==> src/rtl/fifo_write_arbiter.sv <==
// Round-robin arbiter that shares one FIFO write port among NUM_REQ valid/ready producers.
// Each grant is a burst of at most MAX_BURST beats, and one IDLE cycle separates consecutive grants.
module fifo_write_arbiter #(
  parameter int WIDTH     = 32,
  parameter int NUM_REQ   = 4,
  parameter int MAX_BURST = 4
) (
  input  logic                       clk_i,
  input  logic                       reset_i,
  input  logic [NUM_REQ-1:0]         req_valid_i,
  input  logic [NUM_REQ*WIDTH-1:0]   req_data_i,
  output logic [NUM_REQ-1:0]         req_ready_o,
  input  logic                       fifo_full_i,
  output logic                       fifo_w_enb_o,
  output logic [WIDTH-1:0]           fifo_d_in_o,
  output logic [$clog2(NUM_REQ)-1:0] grant_id_o,
  output logic                       busy_o
);

  localparam int IDW = $clog2(NUM_REQ);
  localparam int CW  = $clog2(MAX_BURST + 1);

  typedef enum logic {IDLE, GRANT} state_t;

  state_t           state_q, state_d;
  logic [IDW-1:0]   grant_id_q, grant_id_d;
  logic [IDW-1:0]   last_grant_q, last_grant_d;
  logic [CW-1:0]    beat_cnt_q, beat_cnt_d;
  logic [IDW-1:0]   pick_idx;
  logic             pick_found;
  logic             grantee_valid;

  // Circular search from last_grant+1; scanning the offsets downward lets the nearest requester win.
  always_comb begin
    pick_idx   = '0;
    pick_found = 1'b0;
    for (int i = NUM_REQ; i >= 1; i--) begin
      if (req_valid_i[(int'(last_grant_q) + i) % NUM_REQ]) begin
        pick_idx   = IDW'((int'(last_grant_q) + i) % NUM_REQ);
        pick_found = 1'b1;
      end
    end
  end

  assign grantee_valid = req_valid_i[grant_id_q];

  always_comb begin
    state_d      = state_q;
    grant_id_d   = grant_id_q;
    last_grant_d = last_grant_q;
    beat_cnt_d   = beat_cnt_q;
    req_ready_o  = '0;
    fifo_w_enb_o = 1'b0;
    fifo_d_in_o  = req_data_i[int'(grant_id_q)*WIDTH +: WIDTH];
    unique case (state_q)
      IDLE: begin
        if (pick_found) begin
          grant_id_d   = pick_idx;
          last_grant_d = pick_idx;
          beat_cnt_d   = '0;
          state_d      = GRANT;
        end
      end
      GRANT: begin
        // Reset suppresses the handshake so an abandoned burst never writes.
        req_ready_o[grant_id_q] = !fifo_full_i && !reset_i;
        fifo_w_enb_o            = grantee_valid && !fifo_full_i && !reset_i;
        if (!grantee_valid) begin
          state_d = IDLE;
        end else if (fifo_w_enb_o) begin
          beat_cnt_d = beat_cnt_q + CW'(1);
          if (beat_cnt_q == CW'(MAX_BURST - 1)) begin
            state_d = IDLE;
          end
        end
      end
      default: state_d = IDLE;
    endcase
  end

  always_ff @(posedge clk_i) begin
    if (reset_i) begin
      state_q      <= IDLE;
      grant_id_q   <= '0;
      last_grant_q <= IDW'(NUM_REQ - 1);
      beat_cnt_q   <= '0;
    end else begin
      state_q      <= state_d;
      grant_id_q   <= grant_id_d;
      last_grant_q <= last_grant_d;
      beat_cnt_q   <= beat_cnt_d;
    end
  end

  assign grant_id_o = grant_id_q;
  assign busy_o     = (state_q == GRANT);

endmodule

==> config.mk <==
export PLATFORM = sky130hd
export DESIGN_NAME = fifo_write_arbiter
export DESIGN_NICKNAME = d
export VERILOG_FILES = /design/src/rtl/fifo_write_arbiter.sv
export SDC_FILE = /design/constraint.sdc
export NUM_CORES = 1
export LEC_CHECK = 0
export ABC_AREA = 1
export CORE_MARGIN = 3
export CORE_UTILIZATION = 27
export DETAILED_ROUTE_END_ITERATION = 12
export HOLD_SLACK_MARGIN = 0.08
export PLACE_DENSITY = 0.95
export SETUP_SLACK_MARGIN = 0.2
export SYNTH_ARGS = -nofsm -noshare
export SYNTH_HDL_FRONTEND = slang
export SYNTH_SLANG_ARGS = --single-unit
==> constraint.sdc <==
create_clock -name clk_i -period 2.41 [get_ports clk_i]
set_input_delay 0.482 -clock clk_i [delete_from_list [all_inputs] [get_ports clk_i]]
set_output_delay 0.482 -clock clk_i [all_outputs]
set_load 0.03 [all_outputs]
# ---- After elaboration in Yosys (flattened, before gate mapping)
# Cells that the tools add are included.
dict set report totals {
  reg_bits 8
  latch_bits 0
  ramBits 0
  rom_bits 0
  input_bits 135
  out_inout_bits 40
  wordCells 73
  memories 0
}
dict set report classes {
  add_sub_neg 5
  mul 0
  div_mod_pow 0
  magnitude_cmp 6
  n_eq_ne 4
  n_shift 1
  n_mux 35
  bitwise 6
  reduce_logical 12
}
# op count
set op_table {}
lappend op_table {{variable part select 128 x 8 -> 32 bit} 1}
lappend op_table {{two-way mux 1 bit} 19}
lappend op_table {{less-than comparator 3 x 4 -> 1 bit (second input constant)} 4}
lappend op_table {{binary-select mux 1 bit (select 2 bit)} 5}
lappend op_table {{two-way mux 3 bit} 3}
lappend op_table {{two-way mux 2 bit} 4}
lappend op_table {{OR reduction 2 bit} 4}
lappend op_table {{case mux 3 bit (2 select lines)} 1}
lappend op_table {{adder 2 x 1 -> 2 bit (second input constant)} 2}
lappend op_table {{adder 2 bit (second input constant)} 2}
lappend op_table {{AND 1 bit (first input constant)} 4}
lappend op_table {{AND 4 bit} 1}
lappend op_table {{logical AND 1 bit} 4}
lappend op_table {{two-way mux 4 bit} 1}
lappend op_table {{inequality test 2 x 1 -> 1 bit (second input constant)} 2}
lappend op_table {{adder 3 x 1 -> 3 bit (second input constant)} 1}
lappend op_table {{== test 3 x 2 -> 1 bit (second input constant)} 1}
lappend op_table {{less-than comparator 2 x 3 -> 1 bit (second input constant)} 1}
lappend op_table {{AND reduction 3 bit} 1}
lappend op_table {{demux 1 bit (select 2 bit)} 1}
lappend op_table {{>= comparator 2 x 1 -> 1 bit (second input constant)} 1}
lappend op_table {{zero test 1 bit} 2}
lappend op_table {{inequality test 2 bit (second input constant)} 1}
lappend op_table {{case mux 1 bit (2 select lines)} 1}
lappend op_table {{2 further kinds} 2}

# ---- Depth between registers and ports, before layout
dict set report logic_depth {
  ltp_word 12
  mapped_depth 12
  mapped_depth_nobuf 11
}

# ---- Worst setup path before layout
# OpenSTA, ideal clock, no wires.
dict set report synth_path {
  kind {in2out}
  startpoint {in reset_i}
  endpoint {out req_ready_o[0]}
  arrival_time_ps 1664
  required_time_ps 1928
  path_slack_ps 264
  path_stages 6
  n_path_buf 1
  path_cell_list {buf_2 -> nor2_1 -> inv_2 -> nor2_1 -> inv_1 -> nor3_1}
}
dict set report synth_via {
  elab_chain_cells 4
}
# item line
set synth_lines {}
lappend synth_lines {{start, declared} 9} ;# input logic reset_i,
lappend synth_lines {{zero test 1 bit} 66} ;# req_ready_o[grant_id_q] = !fifo_full_i && !reset_i;
lappend synth_lines {{logical AND 1 bit} 66}
lappend synth_lines {{AND 4 bit (no source line)} -}
lappend synth_lines {{two-way mux 4 bit} 55} ;# unique case (state_q)
lappend synth_lines {{end, declared} 12} ;# output logic [NUM_REQ-1:0] req_ready_o,
# Every way passes these cells.

# ---- Worst setup path in the final report
# Same ends and word-level chain as after synthesis.

==> flow_summary.toml <==
[cts]
ctsHoldBuffers = 0
clk_latency_ns = 0.22
numCtsBuffers = 3
clkSlewWorstSetupHoldPaths_ns = 0.04
htreeDepth = 1
cts_max_path_buffers = 2
cts.sink_count = 8
cts_tree = "done"
cts-root-buf = "clkbuf_8"

[setup_path]
r2r-start = "last_grant_q[0]$_SDFFE_PP1P_"
critPathKind = "in -> out"
slowest_delay_ns = 0.43
worstPathCellList = "clkdlybuf4s50_1, nor2_2, inv_2, nor2_2, inv_1, nor3_1, buf_4"
crit_fanout = 4
cp-start-kind = "primary input"
crit_required_ns = 1.93
crit_buf_inv = 4
r2r_end = "beat_cnt_q[1]$_SDFFE_PP0P_"
worstSetupEndpointType = "output port"
cp_slowest_cell = "clkdlybuf4s50_1"
arrival_ns = 1.66
crit_family = "buffers and inverters"
reg2reg_depth = 9
crit_top_cell = "nor2_2"
r2r_slack_ns = 0.89

[place]
dpl.hpwl_microns = 5790
place_area_sq_mm = 0.00302
finalWeightedCongestion = 0.737
io_buffers = 174

[die]
num_rows = 24
start_util_pct = 28.7
die_y_microns = 74.9
fp.dieW_microns = 74.9
die_area_sq_mm = 0.00561
pin_count = 175
core-area_sq_mm = 0.00447

[pwr]
power.density_mw_per_mm2 = 957
leakagePower_nw = 1.36
peakVddDrop_mv = 0.503
total_power_mw = 2.94

[cells_and_area]
drive_gt1_share_pct = 15.9
final_common_cell = "clkdlybuf4s50_1"
final_cell_mix = "clkdlybuf4s50_1, nand2_1, a22oi_1, buf_4, nand3_1"
finalInstanceArea_sq_mm = 0.00307
seq_area_sq_um = 161
syn2layout_area_growth_pct = 140
fillers = 384
postLayoutCoreUtil_pct = 68.7
antennaDiodeCount = 0
multiInputGateArea_sq_um = 997
final_nets = 542

[synthesis]
yosys_warnings = 0
synthMuxAreaShare_pct = 0
synth_area_sq_mm = 0.00128
synth-simple-area-share_pct = 42.4
synth_xor_area_share_pct = 0
synthesis.nets = 370
syn_area_per_cell_sq_um = 5.50
yosysSeqAreaShare_pct = 12.5
yosys.area.top_type_share_pct = 27.5
ys_seq_elements = 8
synthAdderAreaFrac_pct = 1.95
synth_top_area_cell = "a22oi_1"
syn-instance-count = 233
synth.distinct_cells = 25
synth_top_family_by_area = "simple AND/OR/NAND/NOR gates"
synth-compound-area-share_pct = 32.6
ys_top_cells_by_area = "a22oi_1, nand2_1, dfxtp_1"

[global_routing]
first_global_vias = 2163
grt_usage_pct = 21.8
grt-ovfl-total = 0
antenna_found_initial = 0
grt_start_max_net_pins = 33
grt_pass1_wl_microns = 9570

[job]
max-cap-violations = 0

[drt]
via_per_inst = 5.07
drtIter0Drc = 123
drt-total-wl_microns = 6840
num_vias = 2308
firstDrtPassIters = 4
drc_errors = 0
wire_per_inst_microns = 15.0
drtAntennaViolNets = 0

[timing]
fmax_mhz = 467
fin_hold_ws_ns = 0.459
finalSetupViolCount = 0
grt_setup_unrepaired = "yes"
final_max_slew_viol_count = 0
tns_ns = 0
fin_crit_sh_pct = 88.9
finalCriticalPeriod_ns = 2.14
finClkSkew_ns = 0.00145
tightest_slew_ns = 0.369
slew_headroom_pct = 75.4
hold_viol = 0

[hold_path]
hold_depth = 1
min-delay-start = "beat_cnt_q[0]$_SDFFE_PP0P_"
holdPathEnd = "beat_cnt_q[0]$_SDFFE_PP0P_"
hold_class = "reg -> reg"

[outcome]
status = "finished, final reports clean"
## power by group
group          internal (mW)  total (mW)  switching, mW
Sequential             0.170       0.230         0.0605
Clock                  0.108       0.156         0.0482
Combinational           1.03        2.55           1.52
## area by class of cell
type,instances,area share [%]
clock buffer,3,1.34
timing repair buffer,181,56.2
sequential,8,5.25
tap,52,2.12
multi-input combinational,191,32.5
inverter,20,2.61
## worst max path at each step
stage | slack, ns | cells past startpoint | startpoint | endpoint
4_1_cts | 0.24 | 6 | grant_id_o[0]$_SDFFE_PP0P_ | fifo_d_in_o[10]
5_1_grt | 0.14 | 7 | reset_i | req_ready_o[0]
2_1_floorplan | 0.26 | 6 | reset_i | req_ready_o[0]
6_report | 0.27 | 7 | reset_i | req_ready_o[0]
3_5_place_dp | 0.28 | 7 | reset_i | req_ready_o[2]
3_3_place_gp | 0.32 | 7 | reset_i | req_ready_o[2]
## repair_timing
action,4_1_cts,5_1_grt
pin swaps,0,0
cloned,0,0
buffers inserted,0,0
endpoints found under the setup margin,2,17
gates resized for setup,1,4
## cell usage after synthesis
library cell,instances
nand2_1,92
a22oi_1,47
nand3_1,23
inv_1,13
clkbuf_1,11
dfxtp_1,8
a21oi_1,7
nor2_1,7
inv_2,5
a21oi_2,2
ha_1,2
nand2_2,2
nor3_1,2
and2_1,1
buf_1,1
buf_2,1
buf_4,1
clkinv_1,1
inv_4,1
nand3_2,1
nand4_1,1
nor2_2,1
o21ai_1,1
o21bai_1,1
or2_1,1
## registers in the layout, summed over array words and instances, names as in the netlist
name and cells:
beat_cnt_q 3, grant_id_o 2, last_grant_q 2, busy_o 1
## layer usage
metal / routed length, microns / GRT usage (%) / share of wire [%] / vias to the layer above
met5: 0 / 0 / 0 / -
met2: 3700 / 42.4 / 54 / 117
met3: 538 / 3.60 / 7.9 / 4
met4: 53 / 3.56 / 0.77 / 0
li1: - / - / - / 1148
met1: 2550 / 24.9 / 37 / 1039
## per-stage QoR
stage	worst slack, ns	std cells
2_1_floorplan	0.264	233
3_3_place_gp	0.323	452
3_5_place_dp	0.275	452
4_1_cts	0.240	455
5_1_grt	0.145	455
6_report	0.267	455
## logic make-up (layout without fill, tap and decap cells)
family / count (synthesis) / in the layout
AO/OA/AOI/OAI: 58 / 58
buffers and inverters: 34 / 204
flip-flops: 8 / 8
adder cells (fa/ha/maj): 2 / 2
AND/OR/NAND/NOR: 131 / 131
Note: power is estimated with default switching activity, not from simulation.
